**src/rtl/fft_bitrev_loader.sv**
```systemverilog
`default_nettype none
// ============================================================================
//  Module      : fft_bitrev_loader
//  Description : FFT input stage. Collects one frame of N complex samples into
//                bit-reversed order, then drains it as N/2 stage-0 operand
//                pairs (a = mem[2k], b = mem[2k+1]) over a valid/ready link.
//  Revision    : 1.0 - initial release
// ============================================================================
module fft_bitrev_loader #(
    parameter int DATA_W = 16,
    parameter int LOG2N  = 4
) (
    input  logic                clk,
    input  logic                rst,
    input  logic                i_valid,
    output logic                o_ready,
    input  logic [DATA_W-1:0]   i_data_r,
    input  logic [DATA_W-1:0]   i_data_c,
    output logic                o_valid,
    input  logic                i_ready,
    output logic [DATA_W-1:0]   o_data_ra,
    output logic [DATA_W-1:0]   o_data_ca,
    output logic [DATA_W-1:0]   o_data_rb,
    output logic [DATA_W-1:0]   o_data_cb,
    output logic [LOG2N-2:0]    o_pair_idx,
    output logic                o_frame_done
);

    localparam int N     = 2 ** LOG2N;
    localparam int NPAIR = N / 2;
    localparam int PW    = LOG2N - 1;

    typedef enum logic [0:0] {
        S_LOAD  = 1'b0,
        S_DRAIN = 1'b1
    } state_t;

    // Single frame buffer; each word holds {real, imag}
    logic [2*DATA_W-1:0] mem [N];

    state_t              state_q,    state_d;
    logic [LOG2N-1:0]    in_cnt_q,   in_cnt_d;
    logic [LOG2N-1:0]    pair_cnt_q, pair_cnt_d;   // pairs already loaded, 0..N/2
    logic                valid_q,    valid_d;
    logic                done_q,     done_d;
    logic [DATA_W-1:0]   ra_q, ra_d, ca_q, ca_d, rb_q, rb_d, cb_q, cb_d;
    logic [PW-1:0]       idx_q,      idx_d;

    logic                w_accept;
    logic                w_xfer;
    logic                w_pairs_left;
    logic                w_load;
    logic                w_last_xfer;
    logic [LOG2N-1:0]    w_wr_addr;
    logic [LOG2N-1:0]    w_rd_addr_a;
    logic [LOG2N-1:0]    w_rd_addr_b;
    logic [2*DATA_W-1:0] w_word_a;
    logic [2*DATA_W-1:0] w_word_b;

    // Reverse the LOG2N address bits
    function automatic logic [LOG2N-1:0] bitrev(input logic [LOG2N-1:0] x);
        logic [LOG2N-1:0] r;
        r = '0;
        for (int i = 0; i < LOG2N; i++) begin
            r[i] = x[LOG2N-1-i];
        end
        return r;
    endfunction

    assign w_accept     = i_valid && (state_q == S_LOAD);
    assign w_wr_addr    = bitrev(in_cnt_q);
    assign w_xfer       = valid_q && i_ready;
    assign w_pairs_left = (pair_cnt_q != LOG2N'(NPAIR));
    // Output register refills whenever it is empty or being emptied this edge
    assign w_load       = (state_q == S_DRAIN) && (!valid_q || i_ready) && w_pairs_left;
    assign w_last_xfer  = (state_q == S_DRAIN) && w_xfer && (idx_q == PW'(NPAIR - 1));
    assign w_rd_addr_a  = {pair_cnt_q[PW-1:0], 1'b0};
    assign w_rd_addr_b  = {pair_cnt_q[PW-1:0], 1'b1};
    assign w_word_a     = mem[w_rd_addr_a];
    assign w_word_b     = mem[w_rd_addr_b];

    // Buffer write port; contents deliberately survive reset
    always_ff @(posedge clk) begin
        if (w_accept) begin
            mem[w_wr_addr] <= {i_data_r, i_data_c};
        end
    end

    // Next-state logic for the load/drain sequencer and the output register
    always_comb begin
        state_d    = state_q;
        in_cnt_d   = in_cnt_q;
        pair_cnt_d = pair_cnt_q;
        valid_d    = valid_q;
        done_d     = 1'b0;
        ra_d       = ra_q;
        ca_d       = ca_q;
        rb_d       = rb_q;
        cb_d       = cb_q;
        idx_d      = idx_q;

        case (state_q)
            S_LOAD: begin
                if (w_accept) begin
                    if (in_cnt_q == LOG2N'(N - 1)) begin
                        state_d  = S_DRAIN;
                        in_cnt_d = '0;
                    end else begin
                        in_cnt_d = in_cnt_q + 1'b1;
                    end
                end
            end
            S_DRAIN: begin
                if (w_load) begin
                    ra_d       = w_word_a[2*DATA_W-1:DATA_W];
                    ca_d       = w_word_a[DATA_W-1:0];
                    rb_d       = w_word_b[2*DATA_W-1:DATA_W];
                    cb_d       = w_word_b[DATA_W-1:0];
                    idx_d      = pair_cnt_q[PW-1:0];
                    valid_d    = 1'b1;
                    pair_cnt_d = pair_cnt_q + 1'b1;
                end else if (w_xfer) begin
                    valid_d = 1'b0;
                end
                // Final pair leaves: hand the buffer back to the loader
                if (w_last_xfer) begin
                    valid_d    = 1'b0;
                    done_d     = 1'b1;
                    state_d    = S_LOAD;
                    pair_cnt_d = '0;
                end
            end
            default: begin
                state_d = S_LOAD;
            end
        endcase
    end

    // State and output registers with asynchronous reset
    always_ff @(posedge clk or posedge rst) begin
        if (rst) begin
            state_q    <= S_LOAD;
            in_cnt_q   <= '0;
            pair_cnt_q <= '0;
            valid_q    <= 1'b0;
            done_q     <= 1'b0;
            ra_q       <= '0;
            ca_q       <= '0;
            rb_q       <= '0;
            cb_q       <= '0;
            idx_q      <= '0;
        end else begin
            state_q    <= state_d;
            in_cnt_q   <= in_cnt_d;
            pair_cnt_q <= pair_cnt_d;
            valid_q    <= valid_d;
            done_q     <= done_d;
            ra_q       <= ra_d;
            ca_q       <= ca_d;
            rb_q       <= rb_d;
            cb_q       <= cb_d;
            idx_q      <= idx_d;
        end
    end

    assign o_ready      = (state_q == S_LOAD);
    assign o_valid      = valid_q;
    assign o_frame_done = done_q;
    assign o_data_ra    = ra_q;
    assign o_data_ca    = ca_q;
    assign o_data_rb    = rb_q;
    assign o_data_cb    = cb_q;
    assign o_pair_idx   = idx_q;

endmodule
`default_nettype wire
```
**config.mk**
```make
export PLATFORM = sky130hd
export DESIGN_NAME = fft_bitrev_loader
export DESIGN_NICKNAME = d
export VERILOG_FILES = /design/src/rtl/fft_bitrev_loader.sv
export SDC_FILE = /design/constraint.sdc
export NUM_CORES = 1
export LEC_CHECK = 0
export CAP_MARGIN = 10
export CORE_ASPECT_RATIO = 2
export CORE_UTILIZATION = 36
export CTS_CLUSTER_DIAMETER = 40
export DETAILED_ROUTE_END_ITERATION = 16
export HOLD_SLACK_MARGIN = 0.1
export SYNTH_ARGS = -nofsm -noshare
export SYNTH_HDL_FRONTEND = slang
export SYNTH_SLANG_ARGS = --single-unit
```
**constraint.sdc**
```tcl
create_clock -name clk -period 11.45 [get_ports clk]
set_input_delay 2.29 -clock clk [delete_from_list [all_inputs] [get_ports clk]]
set_output_delay 2.29 -clock clk [all_outputs]
set_load 0.05 [all_outputs]
```
==> impl_metrics.yaml <==
final_layout:
  layout_common_cells: "512 x edfxtp_1, 140 x nand2_1, 128 x mux4_2"
  final_common_cell: "edfxtp_1"
  stdcell_count: 1976
  fin_nets: 1204
  areaGrowthSynthToFinish_pct: 16.92
  stdcell_area_um2: 25590
  fin_util_pct: 42.60
  diodes: 0
  drive_gt1_share_pct: 20.30
floorplan:
  start_util_pct: 36.44
  ios: 106
  design.die.area_um2: 61840
  core-area_um2: 60070
  fp.dieH_um: 350.7
  std_cell_rows: 127
  die_w_um: 176.3
grt:
  grt_pass1_wl_um: 73290
  grt_overflow: 0
  grt_util_all_layers_pct: 16.28
  grt_pass1_vias: 11310
  antenna_found_initial: 1
  grt_max_degree: 73
synth:
  synthCells: 1039
  synth-edff-count: 512
  synth_top_family_by_area: "multiplexers"
  ys_seq_area_share_pct: 79.17
  synthAdderAreaFrac_pct: 0.3430
  synth-simple-area-share_pct: 3.190
  synthesis.nets: 1081
  async_flop_share_pct: 13.22
  yosys_most_used_dff: "edfxtp_1"
  synthMuxAreaShare_pct: 13.22
  yosysWarnings: 0
  synth.avg_cell_area_um2: 21.06
  synth_xor_area_share_pct: 0.1601
  ys_types: 31
  synth_seq_cells: 590
  syn_area_um2: 21890
  synth_compound_area_share_pct: 2.458
critical_path:
  max_stage_delay_ps: 640
  crit_path_end_kind: "register"
  worstPathArrival_ps: 4980
  startpoint_type: "primary input"
  worstPathCellList: "clkdlybuf4s50_1 -> nor2b_1 -> nand2_1 -> nor3_2 -> buf_4"
  r2r_slack_ps: 7450
  crit_type: "in -> reg"
  rr_worst_depth: 5
  worst_path_max_delay_cell: "nor3_2"
  cp_max_fo: 25
  required_ps: 11670
job:
  cap_violations: 0
clocking:
  clock_sink_count: 590
  cts_tree: "yes"
  cts_hold_buf: 0
  clockRootBuffer: "clkbuf_16"
  clk_pin_slew_worst_paths_ps: 70
  cts_buffer_depth: 3
  h-tree-depth: 2
  cts_buffers: 48
  postCtsResizedCells: 0
  worstSkewPairLatency_ps: 590
  post_cts_buffers: 0
sta:
  fin_crit_sh_pct: 41.56
  rsz0062_at_grt: "false"
  tns_ps: 0
  setup_violations: 0
  tightestPinTransition_ps: 1221
  maxSlewViolCount: 0
  fin_crit_ps: 4759
  whs_ps: 467.8
  slew_headroom_pct: 18.38
  clock_skew_ps: 24.99
  hold_viol: 0
  clock.fmax_ghz: 0.2101
routing:
  drtIter0Drc: 771
  ant_nets: 0
  wl_per_cell_um: 24.71
  viasPerCell: 5.205
  drc: 0
  vias: 10290
  routed_wl_um: 48830
  drt_pass1_iterations: 5
placement:
  placed_cell_area_um2: 23980
  place_inst: 1884
  portBuffers: 105
  hpwl_um: 28640
  place.gp.congestion: 0.7336
min_path:
  whs_path_depth: 2
  min_path_type: "reg -> reg"
run_status:
  status: "complete, no violations"
power_and_ir_drop:
  p_leak_uw: 0.008407
  max-vdd-ir-drop_uv: 106.9
  power.density_nw_per_um2: 251.0
==> power by group <==
group	internal, µW	switching (µW)	total, µW	leakage, µW
Combinational	781	1190	1980	0.00208
Sequential	2580	201	2780	0.00556
Clock	914	750	1660	0.000759
Total	4280	2150	6420	0.00841
==> path summary, 6_finish.rpt <==
check	startpoint	end
setup reg to reg	pair_cnt_q[0]	o_data_ca[13]
setup / recovery	i_valid	mem[0][11]
min in group asynchronous	rst	o_data_cb[7]
max in group asynchronous	rst	pair_cnt_q[0]
hold / removal	o_data_cb[6]	o_data_cb[6]
hold reg to reg	o_data_cb[6]	o_data_cb[6]
==> per-layer routing <==
metal | global-route usage, % | routed length, µm
met2 | 31.09 | 27600
met3 | 2.173 | 1823
met5 | 0 | 8
met4 | 5.471 | 1232
met1 | 18.34 | 18170
==> cell families after synthesis <==
family / after synthesis
AO/OA/AOI/OAI: 74
XOR/XNOR: 4
adder cells (fa/ha/maj): 6
buffers and inverters: 61
flip-flops: 590
multiplexers: 129
AND/OR/NAND/NOR: 175
==> synth_stat cells, types with 4 or more instances <==
cell type	n	area share (%)
nor3_1	4	0.091
nor2_1	17	0.29
dfrtp_1	78	8.9
nand2_1	140	2.4
mux4_2	128	13
buf_6	8	0.41
o21ai_0	6	0.14
a22oi_1	64	2.2
clkbuf_1	19	0.33
buf_1	9	0.15
ha_1	6	0.34
buf_2	14	0.32
inv_1	6	0.10
edfxtp_1	512	70
==> sequential cells by signal, indices dropped and copies added (netlist names) <==
signal / count
o_data_ca: 16
in_cnt_q: 4
o_data_rb: 16
o_frame_done: 1
mem: 512
pair_cnt_q: 4
o_valid: 1
o_pair_idx: 3
o_data_cb: 16
o_data_ra: 16
state_q: 1
==> through the flow <==
step,total power (µW),worst slack (ps)
2_1_floorplan,4178,5952
3_3_place_gp,4837,6073
3_5_place_dp,4854,6101
4_1_cts,6514,6699
5_1_grt,6705,6639
6_report,6422,6691
==> critical path, delay by kind of cell <==
kind	cells	cell delay, ps
buffers and inverters	2	1070
AND/OR/NAND/NOR	3	1600
==> final cells by class <==
class | instances | area (µm²)
inverters | 6 | 25.02
clock buffers | 65 | 1336
well taps | 774 | 968.4
flip-flops and latches | 590 | 17330
repair buffers | 128 | 1319
fillers | 5197 | 34480
clock inverters | 25 | 236.5
multi-input cells | 388 | 4370
Power figures use the tool's default switching activity.
